### src/rtl/cp0_timer_ctrl.sv
// CP0 register file and exception controller for the MEM stage of the 5-stage MIPS core.
// Holds Count/Compare timer, interrupt pending logic, EPC/BadVAddr capture and the redirect target.
module cp0_timer_ctrl #(
  parameter int unsigned HW_INT_NUM     = 6,
  parameter int unsigned TIMER_IRQ_LINE = 5,
  parameter int unsigned COUNT_DIV      = 2,
  parameter logic [31:0] EXC_VECTOR     = 32'hBFC00380,
  parameter logic [31:0] RESET_VECTOR   = 32'hBFC00000
) (
  input  logic                  cpu_clk_50M,
  input  logic                  cpu_rst,
  input  logic                  we,
  input  logic [4:0]            waddr,
  input  logic [31:0]           wdata,
  input  logic                  re,
  input  logic [4:0]            raddr,
  output logic [31:0]           data_o,
  input  logic [HW_INT_NUM-1:0] int_i,
  input  logic                  exc_valid,
  input  logic [4:0]            exccode_i,
  input  logic [31:0]           pc_i,
  input  logic                  in_delay_i,
  input  logic [31:0]           badvaddr_i,
  input  logic                  eret_i,
  output logic                  flush,
  output logic [31:0]           exc_target,
  output logic                  int_pending,
  output logic [31:0]           status_o,
  output logic [31:0]           cause_o,
  output logic [31:0]           epc_o
);

  localparam logic [4:0] A_BADVADDR = 5'd8;
  localparam logic [4:0] A_COUNT    = 5'd9;
  localparam logic [4:0] A_COMPARE  = 5'd11;
  localparam logic [4:0] A_STATUS   = 5'd12;
  localparam logic [4:0] A_CAUSE    = 5'd13;
  localparam logic [4:0] A_EPC      = 5'd14;

  localparam int unsigned PW = (COUNT_DIV > 1) ? $clog2(COUNT_DIV) : 1;
  localparam logic [PW-1:0] PRESC_LAST = PW'(COUNT_DIV - 1);

  logic [31:0]   badvaddr_q, count_q, compare_q, epc_q;
  logic [7:0]    im_q;
  logic          exl_q, ie_q;
  logic          bd_q, ti_q;
  logic [5:0]    ip_hw_q;
  logic [1:0]    ip_sw_q;
  logic [4:0]    exccode_q;
  logic [PW-1:0] presc_q;

  logic        mtc0;
  logic        wr_badvaddr, wr_count, wr_compare, wr_status, wr_cause, wr_epc;
  logic        count_tick;
  logic [31:0] count_inc;
  logic        ti_next;
  logic [5:0]  ip_hw_next;
  logic        exc_addr_err;
  logic [31:0] status_w, cause_w;

  // mtc0 is squashed by a same-cycle exception; eret lets it through
  always_comb begin
    mtc0         = we & ~exc_valid;
    wr_badvaddr  = mtc0 && (waddr == A_BADVADDR);
    wr_count     = mtc0 && (waddr == A_COUNT);
    wr_compare   = mtc0 && (waddr == A_COMPARE);
    wr_status    = mtc0 && (waddr == A_STATUS);
    wr_cause     = mtc0 && (waddr == A_CAUSE);
    wr_epc       = mtc0 && (waddr == A_EPC);
    count_tick   = (presc_q == PRESC_LAST);
    count_inc    = count_q + 32'd1;
    exc_addr_err = (exccode_i == 5'h04) || (exccode_i == 5'h05);
  end

  always_comb begin
    ti_next = ti_q;
    if (wr_compare)
      ti_next = 1'b0;
    else if (count_tick && !wr_count && (count_inc == compare_q))
      ti_next = 1'b1;
    ip_hw_next = 6'(int_i) | (6'(ti_next) << TIMER_IRQ_LINE);
  end

  always_ff @(posedge cpu_clk_50M) begin
    if (cpu_rst) begin
      badvaddr_q <= '0;
      count_q    <= '0;
      compare_q  <= '0;
      epc_q      <= '0;
      im_q       <= '0;
      exl_q      <= 1'b0;
      ie_q       <= 1'b0;
      bd_q       <= 1'b0;
      ti_q       <= 1'b0;
      ip_hw_q    <= '0;
      ip_sw_q    <= '0;
      exccode_q  <= '0;
      presc_q    <= '0;
    end else begin
      presc_q <= (wr_count || count_tick) ? '0 : presc_q + PW'(1);
      if (wr_count)
        count_q <= wdata;
      else if (count_tick)
        count_q <= count_inc;
      if (wr_compare)
        compare_q <= wdata;
      ti_q    <= ti_next;
      ip_hw_q <= ip_hw_next;

      if (exc_valid) begin
        exl_q     <= 1'b1;
        exccode_q <= exccode_i;
        if (!exl_q) begin
          epc_q <= in_delay_i ? (pc_i - 32'd4) : pc_i;
          bd_q  <= in_delay_i;
        end
        if (exc_addr_err)
          badvaddr_q <= badvaddr_i;
      end else begin
        if (wr_status) begin
          im_q  <= wdata[15:8];
          ie_q  <= wdata[0];
          exl_q <= wdata[1] & ~eret_i;
        end else if (eret_i) begin
          exl_q <= 1'b0;
        end
        if (wr_cause)
          ip_sw_q <= wdata[9:8];
        if (wr_epc)
          epc_q <= wdata;
        if (wr_badvaddr)
          badvaddr_q <= wdata;
      end
    end
  end

  always_comb begin
    status_w = {9'b0, 1'b1, 6'b0, im_q, 6'b0, exl_q, ie_q};
    cause_w  = {bd_q, ti_q, 14'b0, ip_hw_q, ip_sw_q, 1'b0, exccode_q, 2'b0};
  end

  always_comb begin
    data_o = '0;
    if (re) begin
      unique case (raddr)
        A_BADVADDR: data_o = badvaddr_q;
        A_COUNT:    data_o = count_q;
        A_COMPARE:  data_o = compare_q;
        A_STATUS:   data_o = status_w;
        A_CAUSE:    data_o = cause_w;
        A_EPC:      data_o = epc_q;
        default:    data_o = '0;
      endcase
    end
  end

  // eret redirect bypasses a same-cycle mtc0 EPC so the return lands on the new value
  always_comb begin
    flush       = 1'b0;
    exc_target  = '0;
    int_pending = 1'b0;
    if (cpu_rst) begin
      exc_target = RESET_VECTOR;
    end else begin
      flush       = exc_valid | eret_i;
      int_pending = ie_q & ~exl_q & (|(cause_w[15:8] & im_q));
      if (exc_valid)
        exc_target = EXC_VECTOR;
      else if (eret_i)
        exc_target = (we && (waddr == A_EPC)) ? wdata : epc_q;
    end
  end

  assign status_o = status_w;
  assign cause_o  = cause_w;
  assign epc_o    = epc_q;

endmodule

### config.mk
export PLATFORM = sky130hd
export DESIGN_NAME = cp0_timer_ctrl
export DESIGN_NICKNAME = d
export VERILOG_FILES = /design/src/rtl/cp0_timer_ctrl.sv
export SDC_FILE = /design/constraint.sdc
export NUM_CORES = 1
export LEC_CHECK = 0
export CAP_MARGIN = 40
export CORE_MARGIN = 4
export CORE_UTILIZATION = 30
export CTS_BUF_LIST = sky130_fd_sc_hd__clkbuf_4 sky130_fd_sc_hd__clkbuf_8
export CTS_CLUSTER_DIAMETER = 40
export CTS_CLUSTER_SIZE = 8
export DETAILED_ROUTE_END_ITERATION = 8
export DONT_BUFFER_PORTS = 1
export GPL_TIMING_DRIVEN = 0
export HOLD_SLACK_MARGIN = 0.12
export PLACE_DENSITY = 0.42
export RECOVER_POWER = 25
export SYNTH_ARGS = -nofsm -noshare
export SYNTH_HDL_FRONTEND = slang
export SYNTH_SLANG_ARGS = --single-unit
### constraint.sdc
create_clock -name cpu_clk_50M -period 4.13 [get_ports cpu_clk_50M]
set_input_delay 0.826 -clock cpu_clk_50M [delete_from_list [all_inputs] [get_ports cpu_clk_50M]]
set_output_delay 0.826 -clock cpu_clk_50M [all_outputs]
set_load 0.05 [all_outputs]
# ---- After elaboration in Yosys (flattened, before gate mapping)
# Cells that the tools add are included.
dict set report op_classes {
  n_addsub 3
  eq_ne 17
  n_mux 22
  bitwise 10
  reduce_logical 23
}
# cell n
set ops {}
lappend ops {{two-way mux 32 bit} 14}
lappend ops {{case mux 32 bit (6 select lines)} 1}
lappend ops {{equality test 5 x 4 -> 1 bit (second input constant)} 12}
lappend ops {{adder 32 x 1 -> 32 bit (second input constant)} 1}
lappend ops {{equality test 32 bit} 1}
lappend ops {{subtractor 32 x 3 -> 32 bit (second input constant)} 1}
lappend ops {{equality test 5 x 3 -> 1 bit (second input constant)} 2}
lappend ops {{AND reduction 2 bit} 5}
lappend ops {{logical AND 1 bit} 9}
lappend ops {{AND 8 bit} 1}
lappend ops {{OR reduction 8 bit} 1}
lappend ops {{two-way mux 1 bit} 7}
lappend ops {{OR 6 bit} 1}
lappend ops {{nonzero test 2 bit} 3}
lappend ops {{AND 1 bit} 4}
lappend ops {{NOT 1 bit} 3}
lappend ops {{nonzero test 3 bit} 1}
lappend ops {{logical OR 1 bit} 2}
lappend ops {{inequality test 2 x 1 -> 1 bit (second input constant)} 1}
lappend ops {{inequality test 2 bit (second input constant)} 1}
lappend ops {{OR reduction 2 bit} 1}
lappend ops {{adder 1 bit (second input constant)} 1}
lappend ops {{logical NOT 1 bit} 1}
lappend ops {{OR 1 bit} 1}
dict set report totals {
  regBits 154
  output_inout_bits 162
  wordCells 88
}

# ---- Logic depth before layout (Yosys ltp)
dict set report depth {
  word_depth 9
  mapped_depth 9
  ltp_nobuf 9
}

# ---- Least setup slack after synthesis
# OpenSTA, ideal clock, no wires.
dict set report synth_timing {
  path_type {input port to output port}
  start {input raddr[1]}
  end {output data_o[12]}
  arrival_time_ns 3.107
  t_required_ns 3.304
  slack_ns 0.197
  cell_stages 5
  path_buffers 2
  cell_sequence {clkbuf_1 -> nor3b_1 -> clkbuf_1 -> a22oi_1 -> a21boi_0}
}
dict set report synth_via {
  elab_chain_cells 3
}
# item line_no
set synth_rtl {}
lappend synth_rtl {{start: declaration} 16} ;# input logic [4:0] raddr,
lappend synth_rtl {{equality test 5 x 4 -> 1 bit} 145} ;# unique case (raddr)
lappend synth_rtl {{case mux 32 bit (6 select lines) (*)} 145}
lappend synth_rtl {{two-way mux 32 bit (*)} 144} ;# if (re) begin
lappend synth_rtl {{end: declaration} 17} ;# output logic [31:0] data_o,
# Every way passes the cells marked *; elsewhere a longest branch is shown, timed or not.

# ---- Final worst setup path
dict set report layout_timing {
  start {input waddr[1]}
  end {output exc_target[16]}
}
dict set report layout_via {
  elab_chain_cells 6
}
# item line_no
set layout_rtl {}
lappend layout_rtl {{start: declaration} 13} ;# input logic [4:0] waddr,
lappend layout_rtl {{equality test 5 x 4 -> 1 bit} 170} ;# exc_target = (we && (waddr == A_EPC)) ? wdata : epc_q;
lappend layout_rtl {{logical AND 1 bit} 170}
lappend layout_rtl {{two-way mux 32 bit} 170}
lappend layout_rtl {{two-way mux 32 bit} 169} ;# else if (eret_i)
lappend layout_rtl {{two-way mux 32 bit} 167} ;# if (exc_valid)
lappend layout_rtl {{two-way mux 32 bit} 162} ;# if (cpu_rst) begin
lappend layout_rtl {{end: declaration} 26} ;# output logic [31:0] exc_target,
# No other way between the ends.

==> results.sh <==
export IMPL_status="completed"
export IMPL_die_area_mm2=0.03663
export IMPL_drt_wl_total_um=47440
export IMPL_grt_pass1_vias=10056
export IMPL_yosysWarnings=0
export IMPL_async_reset_ff_frac=0
export IMPL_avgSynthCellArea_um2=7.627
export IMPL_cts_tree="done"
export IMPL_root_buffer="clkbuf_8"
export IMPL_p_per_area_mw_per_mm2=291.2
export IMPL_timing_slew_headroom=0.3767
export IMPL_fin_crit_sh=0.9630
export IMPL_drtAntennaViolNets=0
export IMPL_grt_max_degree=17
export IMPL_worstSetupStartpoint="waddr[1]"
export IMPL_ir_drop_mv=0.2182
export IMPL_max_freq_ghz=0.2514
export IMPL_fin_crit_ps=3977
export IMPL_grt_setup_unrepaired="false"
export IMPL_r2r_start="count_q[5]"
export IMPL_die_h_um=191.4
export IMPL_synth_cell_area_mm2=0.01009
export IMPL_hold_class="input pin to register"
export IMPL_worst_path_max_fanout=10
export IMPL_clockBufferDepth=2
export IMPL_syn2layout_area_growth_pct=16.14
export IMPL_vias_per_cell=5.423
export IMPL_drt_first_pass_iters=6
export IMPL_n_antenna_cell=0
export IMPL_arrival_ps=3150
export IMPL_worstMarginPinSlew_ps=934.9
export IMPL_placement_io_buffers=0
export IMPL_core_area_mm2=0.03287
export IMPL_htreeDepth=4
export IMPL_ctsResizeCount=2
export IMPL_gp_congestion=0.9140
export IMPL_yosysSeqAreaShare=0.3055
export IMPL_io_pins=286
export IMPL_num_rows=66
export IMPL_cts_clk_slew_worst_paths_ps=100
export IMPL_cts_buffers=17
export IMPL_initial_core_util=0.3070
export IMPL_dp_hpwl_um=38080
export IMPL_synth_edf_count=0
export IMPL_clock_latency_ps=480
export IMPL_yosys_register_bits=154
export IMPL_required_ps=3300
export IMPL_drv_slew=0
export IMPL_clock_sinks=154
export IMPL_end_kind="primary output"
export IMPL_drt_iter0_drc=741
export IMPL_synth_distinct_cells=71
export IMPL_layout_nets=1573
export IMPL_critical_path_class="input pin to primary output"
export IMPL_r2r_end="ip_hw_q[5]"
export IMPL_reg2reg_depth=8
export IMPL_skew_ps=9.329
export IMPL_power_uw=3413
export IMPL_synth_ff_type="dfxtp_1"
export IMPL_grtUsageTotal=0.2524
export IMPL_antenna_found_initial=0
export IMPL_hold_violations=0
export IMPL_r2r_slack_ps=1010
export IMPL_cts_setup_buffers=0
export IMPL_endpoint="exc_target[16]"
export IMPL_post_route_drc_count=0
export IMPL_cts_hold_buf=0
export IMPL_wl_per_cell_um=24.94
export IMPL_hold_depth=2
export IMPL_worst_hold_slack_ps=462.2
export IMPL_grt_pass1_wl_um=68880
export IMPL_drive_above_1_share=0.1192
export IMPL_vias=10314
export IMPL_p_leak_uw=0.004098
export IMPL_die_w_um=191.4
export IMPL_startpoint_type="input pin"
export IMPL_cap_violations=0
export IMPL_grt_overflow_total=0
export IMPL_setup_viol=0
export IMPL_syn_instance_count=1323
==> synthesized netlist by cell type, types with 3 or more instances <==
| master | number | area [um2] |
|---|---|---|
| xnor2_1 | 49 | 429.2 |
| o211ai_1 | 7 | 52.55 |
| a221oi_1 | 27 | 236.5 |
| nor2_1 | 185 | 694.4 |
| nand3_1 | 21 | 105.1 |
| inv_1 | 11 | 41.29 |
| mux2i_1 | 88 | 880.8 |
| nor3_1 | 15 | 75.07 |
| a21boi_0 | 8 | 60.06 |
| nand3b_1 | 6 | 45.04 |
| and4_1 | 5 | 43.79 |
| and3_1 | 7 | 43.79 |
| mux2_2 | 3 | 33.78 |
| o22ai_1 | 11 | 68.82 |
| nor4_2 | 3 | 37.54 |
| nor4_1 | 12 | 75.07 |
| buf_2 | 7 | 35.03 |
| a21oi_1 | 106 | 530.5 |
| nor3b_1 | 10 | 75.07 |
| clkbuf_1 | 91 | 341.6 |
| nand4_1 | 27 | 168.9 |
| dfxtp_1 | 154 | 3083 |
| buf_1 | 7 | 26.28 |
| or3b_2 | 3 | 26.28 |
| xor2_1 | 52 | 455.4 |
| a22oi_1 | 16 | 120.1 |
| buf_4 | 44 | 330.3 |
| nor2b_1 | 11 | 68.82 |
| or4_1 | 3 | 22.52 |
| o21ai_0 | 29 | 145.1 |
| nand2b_1 | 5 | 31.28 |
| and2_1 | 3 | 18.77 |
| a211oi_1 | 76 | 570.6 |
| or3_1 | 4 | 25.02 |
| a31oi_1 | 3 | 18.77 |
| nand2_1 | 167 | 626.9 |
| a222oi_1 | 3 | 30.03 |
==> cell type report <==
class	count	area, um2
fill	3618	21150
clock inverter	15	157.7
inverter	11	41.29
multi-input combinational	1044	6355
buffer	151	742.0
sequential	154	3083
clock buffer	17	234.0
tap	442	553.0
timing repair buffer	68	554.3
==> worst min-delay path by stage <==
| stage | startpoint | endpoint | slack, ps |
|---|---|---|---|
| final | wdata[26] | compare_q[26] | 460 |
| after global routing | wdata[21] | compare_q[21] | 450 |
| after CTS | wdata[26] | compare_q[26] | 440 |
| after detailed placement | compare_q[31] | compare_q[31] | 480 |
| after global placement | compare_q[13] | compare_q[13] | 470 |
| after floorplan | compare_q[12] | compare_q[12] | 450 |
==> state kept, by name (all words and copies together) (netlist names) <==
signal,flops
ti_q,1
count_tick,1
epc_o,32
ie_q,1
count_q,32
compare_q,32
im_q,8
exl_q,1
ip_hw_q,6
bd_q,1
ip_sw_q,2
exccode_q,5
badvaddr_q,32
==> per-stage QoR <==
| stage | cell area (um2) | setup TNS (ps) | setup slack (ps) | instances | utilization |
|---|---|---|---|---|---|
| final | 11720 | 0 | 152.9 | 1902 | 0.3566 |
| after floorplan | 10230 | 0 | 197.0 | 1360 | - |
| after global routing | 11720 | 0 | 52.46 | 1902 | 0.3566 |
| after global placement | 10780 | -18830 | -921.0 | 1802 | 0.3281 |
| after CTS | 11730 | 0 | 14.76 | 1902 | 0.3570 |
| after detailed placement | 11340 | -46.14 | -46.14 | 1870 | 0.3449 |
==> cells in the final DEF, fill, tap and decap left out, drive strengths merged, types with 49 or more instances in the layout <==
| cell | count |
|---|---|
| clkbuf | 112 |
| a21oi | 106 |
| a211oi | 76 |
| mux2i | 88 |
| xor2 | 52 |
| nand2 | 167 |
| xnor2 | 49 |
| nor2 | 186 |
| dfxtp | 154 |
| buf | 123 |
==> per-layer routing <==
| metal | part of all wire | vias to the layer above | track usage |
|---|---|---|---|
| li1 | - | 4867 | - |
| met1 | 0.44 | 5037 | 0.3315 |
| met2 | 0.48 | 349 | 0.4199 |
| met3 | 0.061 | 61 | 0.05351 |
| met4 | 0.023 | 0 | 0.06961 |
| met5 | 0 | - | 0 |
==> kinds of logic (layout without fill, tap and decap cells) <==
group           count (synthesis)  in the layout  synth area share
simple gates                  505            505            0.2340
compound gates                305            305            0.1990
buf+inv                       162            262           0.07898
flops                         154            154            0.3055
xor+xnor                      101            101           0.08766
mux                            91             91           0.09064
fa+ha+maj                       3              3          0.003471
other cells                     2             39         0.0007442
==> where the power goes <==
group / internal, uW / total (uW) / leakage (uW) / switching, uW
registers: 1530 / 1690 / 0.00125 / 165
clock network: 500 / 1210 / 0.000194 / 707
logic: 163 / 513 / 0.00265 / 350
total: 2190 / 3410 / 0.00410 / 1220
==> worst max-delay path, cell delays in order <==
cell      delay [ps]
nand4b_1         260
or2_2            180
clkbuf_1         250
buf_1            530
clkbuf_1         490
nand2_1          100
a21oi_1          260
buf_4            250
Power figures use the tool's default switching activity.
